<file path="src/rtl/tx_stream_sink_pkg.sv">
//------------------------------------------------------------------------------
// Module   : tx_pkg
// Brief    : Shared constants, channel state type and helpers for tx_stream_sink
// Revision : 1.0 - initial release
//------------------------------------------------------------------------------
`default_nettype none

package tx_pkg;

  localparam int CTL_TX_EN_BIT      = 0;
  localparam int SAMPLE_DIV_DEFAULT = 2000;
  localparam int AM_BITS_DEFAULT    = 8;
  localparam int UNDERRUN_W         = 16;
  localparam int TICK_CNT_W         = 16;

  typedef enum logic [0:0] {
    CH_IDLE = 1'b0,
    CH_ACK  = 1'b1
  } ch_state_t;

  function automatic logic [UNDERRUN_W-1:0] sat_inc(input logic [UNDERRUN_W-1:0] v);
    return (&v) ? v : v + 1'b1;
  endfunction

endpackage

`default_nettype wire

</file>
<file path="src/rtl/tx_stream_sink_if.sv">
//------------------------------------------------------------------------------
// Module   : tx_stream_sink_if
// Brief    : Freq / AM / control stb-ack streams from user design to the sink
// Revision : 1.0 - initial release
//------------------------------------------------------------------------------
`default_nettype none

interface tx_stream_sink_if;

  logic [31:0] in_freq;
  logic        in_freq_stb;
  logic        in_freq_ack;
  logic [31:0] in_am;
  logic        in_am_stb;
  logic        in_am_ack;
  logic [31:0] in_ctl;
  logic        in_ctl_stb;
  logic        in_ctl_ack;

  modport master (
    output in_freq, in_freq_stb, in_am, in_am_stb, in_ctl, in_ctl_stb,
    input  in_freq_ack, in_am_ack, in_ctl_ack
  );

  modport slave (
    input  in_freq, in_freq_stb, in_am, in_am_stb, in_ctl, in_ctl_stb,
    output in_freq_ack, in_am_ack, in_ctl_ack
  );

endinterface

`default_nettype wire

</file>
<file path="src/rtl/tx_stream_sink_stb_ack_shadow.sv">
//------------------------------------------------------------------------------
// Module   : stb_ack_shadow
// Brief    : One stb/ack channel: accept one word into a shadow, hold it
//            pending (back-pressuring the producer) until a commit pulse.
// Revision : 1.0 - initial release
//------------------------------------------------------------------------------
`default_nettype none

module stb_ack_shadow
  import tx_pkg::*;
#(
  parameter int WIDTH = 32
) (
  input  logic             clk,
  input  logic             rst,
  input  logic             stb,
  output logic             ack,
  input  logic [WIDTH-1:0] data,
  input  logic             commit,
  output logic             pending,
  output logic [WIDTH-1:0] shadow
);

  ch_state_t r_state;

  always_ff @(posedge clk) begin
    if (rst) begin
      r_state <= CH_IDLE;
      ack     <= 1'b0;
      pending <= 1'b0;
      shadow  <= '0;
    end else begin
      if (commit) begin
        pending <= 1'b0;
      end
      // A capture only happens with pending already clear, so it never
      // collides with the commit clear above.
      case (r_state)
        CH_IDLE: begin
          if (stb && !pending) begin
            r_state <= CH_ACK;
            ack     <= 1'b1;
          end
        end
        CH_ACK: begin
          r_state <= CH_IDLE;
          ack     <= 1'b0;
          if (stb) begin
            shadow  <= data;
            pending <= 1'b1;
          end
        end
        default: begin
          r_state <= CH_IDLE;
          ack     <= 1'b0;
        end
      endcase
    end
  end

endmodule

`default_nettype wire

</file>
<file path="src/rtl/tx_stream_sink.sv">
//------------------------------------------------------------------------------
// Module   : tx_stream_sink
// Brief    : Sink for freq/AM/ctl streams; shadows each word and commits all
//            pending shadows together on the sample tick.
//            Optional macro TX_UNDERRUN_CNT_EN adds a saturating underrun count.
// Revision : 1.0 - initial release
//------------------------------------------------------------------------------
`default_nettype none

module tx_stream_sink
  import tx_pkg::*;
#(
  parameter int SAMPLE_DIV = SAMPLE_DIV_DEFAULT,
  parameter int AM_BITS    = AM_BITS_DEFAULT
) (
  input  logic                  clk,
  input  logic                  rst,
  tx_stream_sink_if.slave       strm,
  output logic [31:0]           tx_freq,
  output logic [AM_BITS-1:0]    tx_am,
  output logic                  tx_en,
  output logic                  sample_tick,
  output logic [UNDERRUN_W-1:0] underrun_count
);

  localparam logic [TICK_CNT_W-1:0] C_CNT_LAST = TICK_CNT_W'(SAMPLE_DIV - 1);
  localparam logic [TICK_CNT_W-1:0] C_CNT_PRE  = TICK_CNT_W'(SAMPLE_DIV - 2);

  logic [TICK_CNT_W-1:0] r_cnt;
  logic                  w_freq_pending;
  logic                  w_am_pending;
  logic                  w_ctl_pending;
  logic [31:0]           w_freq_shadow;
  logic [AM_BITS-1:0]    w_am_shadow;
  logic [0:0]            w_ctl_shadow;

  // Tick is registered one count early so it is high while r_cnt == SAMPLE_DIV-1.
  always_ff @(posedge clk) begin
    if (rst) begin
      r_cnt       <= '0;
      sample_tick <= 1'b0;
    end else begin
      r_cnt       <= (r_cnt == C_CNT_LAST) ? '0 : r_cnt + 1'b1;
      sample_tick <= (r_cnt == C_CNT_PRE);
    end
  end

  stb_ack_shadow #(.WIDTH(32)) u_freq (
    .clk     (clk),
    .rst     (rst),
    .stb     (strm.in_freq_stb),
    .ack     (strm.in_freq_ack),
    .data    (strm.in_freq),
    .commit  (sample_tick),
    .pending (w_freq_pending),
    .shadow  (w_freq_shadow)
  );

  stb_ack_shadow #(.WIDTH(AM_BITS)) u_am (
    .clk     (clk),
    .rst     (rst),
    .stb     (strm.in_am_stb),
    .ack     (strm.in_am_ack),
    .data    (strm.in_am[AM_BITS-1:0]),
    .commit  (sample_tick),
    .pending (w_am_pending),
    .shadow  (w_am_shadow)
  );

  stb_ack_shadow #(.WIDTH(1)) u_ctl (
    .clk     (clk),
    .rst     (rst),
    .stb     (strm.in_ctl_stb),
    .ack     (strm.in_ctl_ack),
    .data    (strm.in_ctl[CTL_TX_EN_BIT]),
    .commit  (sample_tick),
    .pending (w_ctl_pending),
    .shadow  (w_ctl_shadow)
  );

  always_ff @(posedge clk) begin
    if (rst) begin
      tx_freq <= '0;
      tx_am   <= '0;
      tx_en   <= 1'b0;
    end else if (sample_tick) begin
      if (w_freq_pending) tx_freq <= w_freq_shadow;
      if (w_am_pending)   tx_am   <= w_am_shadow;
      if (w_ctl_pending)  tx_en   <= w_ctl_shadow[0];
    end
  end

`ifdef TX_UNDERRUN_CNT_EN
  logic [UNDERRUN_W-1:0] r_underrun;

  // Transmitting through a tick with no fresh amplitude queued is an underrun.
  always_ff @(posedge clk) begin
    if (rst) begin
      r_underrun <= '0;
    end else if (sample_tick && tx_en && !w_am_pending) begin
      r_underrun <= sat_inc(r_underrun);
    end
  end

  assign underrun_count = r_underrun;
`else
  assign underrun_count = '0;
`endif

  generate
    if (AM_BITS < 32) begin : g_am_unused
      wire w_unused_am = ^strm.in_am[31:AM_BITS];
    end
  endgenerate

  wire w_unused_ctl = ^strm.in_ctl[31:1];

endmodule

`default_nettype wire
</file>
<file path="src/flat_wrapper.sv">
// flat-port wrapper written by rule: the top's interface ports become plain ports
module tx_stream_sink_flat import tx_pkg::*;
#(
  parameter int SAMPLE_DIV = SAMPLE_DIV_DEFAULT,
  parameter int AM_BITS    = AM_BITS_DEFAULT
)
  (clk, rst, tx_freq, tx_am, tx_en, sample_tick, underrun_count, strm_in_freq, strm_in_freq_stb, strm_in_am, strm_in_am_stb, strm_in_ctl, strm_in_ctl_stb, strm_in_freq_ack, strm_in_am_ack, strm_in_ctl_ack);
  tx_stream_sink_if strm_i ();
  input  logic clk;
  input  logic rst;
  output logic [31:0] tx_freq;
  output logic [AM_BITS-1:0] tx_am;
  output logic tx_en;
  output logic sample_tick;
  output logic [UNDERRUN_W-1:0] underrun_count;
  input wire logic [$bits(strm_i.in_freq)-1:0] strm_in_freq;
  input wire logic [$bits(strm_i.in_freq_stb)-1:0] strm_in_freq_stb;
  input wire logic [$bits(strm_i.in_am)-1:0] strm_in_am;
  input wire logic [$bits(strm_i.in_am_stb)-1:0] strm_in_am_stb;
  input wire logic [$bits(strm_i.in_ctl)-1:0] strm_in_ctl;
  input wire logic [$bits(strm_i.in_ctl_stb)-1:0] strm_in_ctl_stb;
  output wire logic [$bits(strm_i.in_freq_ack)-1:0] strm_in_freq_ack;
  output wire logic [$bits(strm_i.in_am_ack)-1:0] strm_in_am_ack;
  output wire logic [$bits(strm_i.in_ctl_ack)-1:0] strm_in_ctl_ack;
  assign strm_i.in_freq = strm_in_freq;
  assign strm_i.in_freq_stb = strm_in_freq_stb;
  assign strm_i.in_am = strm_in_am;
  assign strm_i.in_am_stb = strm_in_am_stb;
  assign strm_i.in_ctl = strm_in_ctl;
  assign strm_i.in_ctl_stb = strm_in_ctl_stb;
  assign strm_in_freq_ack = strm_i.in_freq_ack;
  assign strm_in_am_ack = strm_i.in_am_ack;
  assign strm_in_ctl_ack = strm_i.in_ctl_ack;
  tx_stream_sink #(.SAMPLE_DIV(SAMPLE_DIV), .AM_BITS(AM_BITS)) u_core (.clk(clk), .rst(rst), .strm(strm_i), .tx_freq(tx_freq), .tx_am(tx_am), .tx_en(tx_en), .sample_tick(sample_tick), .underrun_count(underrun_count));
endmodule
</file>
<file path="config.mk">
export PLATFORM = sky130hd
export DESIGN_NAME = tx_stream_sink_flat
export DESIGN_NICKNAME = d
export VERILOG_FILES = /design/src/rtl/tx_stream_sink_pkg.sv /design/src/rtl/tx_stream_sink_if.sv /design/src/rtl/tx_stream_sink_stb_ack_shadow.sv /design/src/rtl/tx_stream_sink.sv /design/src/flat_wrapper.sv
export SDC_FILE = /design/constraint.sdc
export NUM_CORES = 1
export LEC_CHECK = 0
export BUFFER_PORTS_ARGS = -buffer_cell sky130_fd_sc_hd__buf_2
export CAP_MARGIN = 20
export CORE_AREA = 2 2 93 95
export CTS_CLUSTER_DIAMETER = 80
export CTS_CLUSTER_SIZE = 16
export DETAILED_ROUTE_END_ITERATION = 8
export DIE_AREA = 0 0 95 97
export HOLD_SLACK_MARGIN = 0.1
export PLACE_DENSITY_LB_ADDON = 0.12
export SLEW_MARGIN = 20
export SYNTH_ARGS = -nofsm -noshare
export SYNTH_HDL_FRONTEND = slang
export SYNTH_SLANG_ARGS = --single-unit
export TNS_END_PERCENT = 20
</file>
<file path="constraint.sdc">
create_clock -name clk -period 3.35 [get_ports clk]
set_input_delay 0.5025 -clock clk [delete_from_list [all_inputs] [get_ports clk]]
set_output_delay 0.5025 -clock clk [all_outputs]
set_load 0.01 [all_outputs]
</file>
### Word-level counts from Yosys, hierarchy flattened

Cells that the tools add are included.

* bitwise logic cells: 3
* reductions and logical operators: 13
* $add $sub $neg: 1
* muxes and demuxes: 21
* equality and inequality tests: 5

Operators with widths (count)
* == test 16 x 11 -> 1 bit, second input constant: 2
* adder 16 x 1 -> 16 bit, second input constant: 1
* two-way mux 1 bit: 15
* case mux 1 bit (2 select lines): 6
* AND reduction 2 bit: 6
* != test 2 bit, second input constant: 3
* logical AND 1 bit: 3
* zero test 1 bit: 3
* NOT 1 bit: 3
* OR reduction 2 bit: 1

* output and inout port bits: 61
* word-level logic and storage cells: 60
* bits of input ports: 101
* flip-flop bits (word level): 108

### Depth between registers and ports, before layout

* depth after elaboration: 4
* depth in mapped cells: 5
* gate-level depth less buffers: 5

### By module

Synthesis repeated with hierarchy kept, for this count alone.

* cell total of the unflattened synthesis: 498
* area total of the unflattened synthesis: 4515.6 um^2

Modules (own cells, without submodules)
* tx_stream_sink: cells an instance 281, times used 1, area each 2366.0 um^2
* stb_ack_shadow (u_core.u_freq): cells an instance 156, times used 1, area each 1530.2 um^2
* stb_ack_shadow (u_core.u_am): cells an instance 47, times used 1, area each 469.2 um^2
* stb_ack_shadow (u_core.u_ctl): cells an instance 14, times used 1, area each 150.1 um^2

### Worst setup path after synthesis

No wires, ideal clock.

* path type: reg2reg
* from: reg u_core.r_cnt[0]
* to: reg u_core.r_cnt[14]
* buffers on the path: 0
* period minus slack after synthesis: 1.419 ns
* slack: 1.931 ns
* data required time: 3.223 ns
* cell stages (with the launch flop): 6
* arrival time: 1.291 ns
* cell sequence: dfxtp_1 -> ha_1 -> nand3_1 -> nor4_1 -> xnor2_1 -> nor2_1

* word-level cells in the longest chain between the ends: 2
* elaborated cells on any way between the ends: 3

Ends and longest elaborated chain
* start, declared: line tx_stream_sink.sv:29 `logic [TICK_CNT_W-1:0] r_cnt;`
* start signal, assigned: line tx_stream_sink.sv:43 `r_cnt <= (r_cnt == C_CNT_LAST) ? '0 : r_cnt + 1'b1;`
* parallel branches: the longest is 2 deep, another holds adder 16 x 1 -> 16 bit

Parallel ways; which one is timed is not known.
A chain may end at the register's enable or synchronous reset.

### Worst setup path after layout

* from: reg u_core.sample_tick
* to: reg u_core.tx_freq[21]

* word-level cells in the longest chain between the ends: 1

Ends and longest elaborated chain
* start, declared: line tx_stream_sink.sv:22 `output logic sample_tick,`
* start signal, assigned: line tx_stream_sink.sv:44 `sample_tick <= (r_cnt == C_CNT_PRE);`
* AND reduction 2 bit (no source line)
* end signal, assigned: line tx_stream_sink.sv:87 `if (w_freq_pending) tx_freq <= w_freq_shadow;`
* end, declared: line tx_stream_sink.sv:19 `output logic [31:0] tx_freq,`

Every way passes these cells.

==> results.md <==
- The number of placement rows is 33.
- The class of the tightest hold or removal check is in2reg.
- Timing analysis after detailed placement gives a worst setup slack of 1.55 ns.
- The run finished with clean final reports.
- The antenna diode count is 0.
- The via-per-instance ratio is 4.80.
- The level count of the clock H-tree is 3.
- Setup violations remaining at the end of the flow were counted as 0.
- The most instantiated library cell after synthesis is nand2_1.
- The post-layout net count is 670.
- The top achievable clock speed is 555 MHz.
- The logic depth of the worst register-to-register path is 4.
- After clock tree synthesis, the repair step resized 0 gates.
- The endpoint arrival time on the critical path is 2.09 ns.
- The max-cap violation count is 0.
- Along the worst path, the maximum fanout reaches 21.
- The total cell area at the placement stage is 4450 um2.
- The required time of the critical path is 3.64 ns.
- The switching power of the nets is 520 uW.
- In this run, distinct cell masters in the synthesized netlist total 25.
- For this run, the share of the core covered by cells in the final layout is 56.8%.
- The total clock buffers created by CTS is 9.
- Measured against its own limit, the worst slew margin works out to 50.2%.
- The number of input and output port buffers inserted is 90.
- The initial antenna violation count was 0.
- For this run, the number of Yosys warnings is 0.
- The post-detailed-route DRC marker count is 0.
- Counting every sink on the clock net gives 108.
- Fill cells in the final layout number 781.
- The detailed-route wire length per cell is 11.9 um.
- The largest clock skew in the final design is 0.00967 ns.
- 162 I/O pins were placed.
- The sequential cell area fraction in the yosys report is 53.9%.
- At the pin with the least slew margin, the transition time is 0.747 ns.
- The summed area of non-filler cells in the final layout is 4620 um2.
- The number of hold-repair buffers added at the cts stage is 0.
- By count the netlist is led by nand2_1, dfxtp_1, a21oi_1.
- The setup slack of the critical path after layout is 1.55 ns.
- The number of non-filler instances in the completed layout is 677.
- The clock network power share is 33.1%.
- The timing endpoint of the critical path is u_core.tx_freq[21].
- The synthesized design devotes to its leading area cell type 53.9% of total area.
- In this run, the number of DRC markers left after iteration 0 of detailed routing was 163.
- The total length of routed wires is 8040 um.
- The number of nets with antenna violations after detailed routing is 0.
- A synthesized cell averages 8.17 um2.
- The total overflow left after global routing is 0.
- The power density of the placed cells is 465 nW/um2.
- The CTS tree is built.
- The final critical-path required period is 1.80 ns.
- STA classifies the critical path startpoint as a register.
- The maximum vdd drop is 0.235 mV.
- The worst register-to-register path has a setup slack of 1.55 ns.
- By area the synthesized netlist is led by dfxtp_1, nand2_1, a21oi_1, buf_4, nand3_1.
- The floorplan die width is 95 um.
- Registers are responsible for 61.8% of the overall power.
- The cell type with the highest aggregate area in the netlist is dfxtp_1.
- The final-report hold violation count is 0.
- Net switching is 24.2% of the power.
- Internal power comes to 1.63 mW.
- The first global-routing pass estimated 13500 um of wire.
- In this run the static leakage power is 1.78 nW.
- Entering global routing, the biggest net connects 76 pins.
- The number of flops mapped to enable cells by yosys is 0.
- The share of the clock period used by the worst path is 53.8%.
- The total track usage is 18.1%.
- The minimum hold slack is 0.357 ns.
- The critical path in this run is classified as reg2reg.
- The floorplan die area is 9220 um2.
- The height of the chip is 97 um.
- In this run the critical register-to-register path is captured at u_core.tx_freq[21].
- The overall power is 2.15 mW.
- The worst setup path startpoint is u_core.sample_tick.
- The share of total power dissipated in combinational logic is 5.1%.
- After technology mapping, the gate count stands at 491.
- The number of buffers inserted to repair setup after CTS is 0.
- In this run, synthesis produced a sequential element count of 108.
- The ratio of cells with drive above 1 in the final layout is 19.9%.
- The starting utilization of the core area is 49.3%.
- The HPWL after detailed placement is 5200 um.
- The root buffer selected by CTS is clkbuf_8.
- The total negative slack is 0 ns.
- Counting flops with an async set or reset pin after synthesis yields a share of 0%.
- The startpoint identified for the worst register-to-register timing path is u_core.sample_tick.
- Setup repair after global routing left no endpoint under its margin.
- The number of cells in the design after placement is 661.
- After floorplanning, the core was sized to cover 8130 um2.
- The cell area after synthesis is 4010 um2.
- The critical path capture point type is a register.
- The number of iterations in the first detailed-routing pass is 4.
- Clock latency on the worst-skew pair, taken at its later pin, is 0.37 ns.
- The flip-flop cell with the highest count after synthesis is dfxtp_1.
- After clock tree synthesis, the clock-pin slew on the worst setup and hold paths is 0.10 ns.
- The clock passes through at most 2 buffers.
- The total via count in the routed design is 3250.
- The number of global-route vias before repair is 3033.
- The final number of max-transition violations is 0.
- The global placer's final weighted congestion is 0.797.
- The growth of design area from synthesis to finish is 15.2%.
[worst min path at each step]
stage,from,to,slack (ns),cells after the start
finish,strm_in_freq[17],u_core.u_freq.shadow[17],0.36,3
floorplan,u_core.u_freq.shadow[0],u_core.tx_freq[0],0.43,2
CTS,strm_in_freq[30],u_core.u_freq.shadow[30],0.34,3
detailed placement,u_core.u_freq.shadow[20],u_core.tx_freq[20],0.44,2
global placement,u_core.u_freq.shadow[16],u_core.tx_freq[16],0.43,2
global route,strm_in_freq[18],u_core.u_freq.shadow[18],0.35,3
[cell usage in the layout (no fill, tap or decap), types with 3 or more instances in the layout]
| master | netlist | final |
|---|---|---|
| a21oi_1 | 88 | 88 |
| buf_2 | 3 | 90 |
| buf_4 | 16 | 5 |
| clkbuf_8 | 0 | 9 |
| conb_1 | 1 | 16 |
| dfxtp_1 | 108 | 108 |
| inv_1 | 8 | 8 |
| nand2_1 | 155 | 155 |
| nand2b_1 | 3 | 3 |
| nand3_1 | 23 | 23 |
| nand4_1 | 3 | 3 |
| nor2_1 | 18 | 18 |
| nor3_1 | 8 | 8 |
| nor4_1 | 5 | 5 |
| nor4b_1 | 3 | 3 |
| xnor2_1 | 12 | 12 |
[power by group through the flow]
stage / Clock, mW / Combinational, mW / Sequential (mW)
2_1_floorplan: 0 / 0.0839 / 1.35
4_1_cts: 0.743 / 0.111 / 1.33
3_5_place_dp: 0 / 0.110 / 1.36
6_report: 0.711 / 0.109 / 1.33
5_1_grt: 0.797 / 0.124 / 1.33
3_3_place_gp: 0 / 0.109 / 1.36
[registers in the layout, summed over array words and instances, names as in the netlist, 8 cells and up]
register	cells
u_core.tx_freq	32
u_core.u_freq.shadow	32
u_core.r_cnt	16
u_core.tx_am	8
u_core.u_am.shadow	8
[layer usage]
metal | GRT usage (%) | routed length [um] | vias to the layer above
met4 | 5.80 | 99 | 0
met2 | 30.4 | 3880 | 74
li1 | - | - | 1716
met3 | 5.22 | 446 | 10
met5 | 0 | 0 | -
met1 | 22.1 | 3610 | 1450
[cells by family (layout without fill, tap and decap cells)]
kind of cell,Yosys count,after routing,share of synthesized area (%)
simple gates,224,224,24.1
flops,108,108,53.9
compound gates,89,89,11.5
buf+inv,53,119,6.74
xor+xnor,14,14,3.06
fa+ha+maj,2,2,0.624
other cells,1,16,0.0935
[worst max-delay path: stages, from the launching register on]
cell	delay (ns)
dfxtp_1	0.67
and2_1	0.51
buf_4	0.35
nand2_1	0.09
a21oi_1	0.11
[final cells by class]
cell class / instances / area, um2 / share of cell area (%)
Clock buffer: 10 / 128 / 2.76
Clock inverter: 6 / 47.5 / 1.03
Inverter: 8 / 30.0 / 0.650
Multi-Input combinational cell: 345 / 1630 / 35.4
Sequential cell: 108 / 2160 / 46.8
Tap cell: 105 / 131 / 2.84
Timing Repair Buffer: 95 / 488 / 10.6
No activity file was read; power rests on OpenSTA's default activity.
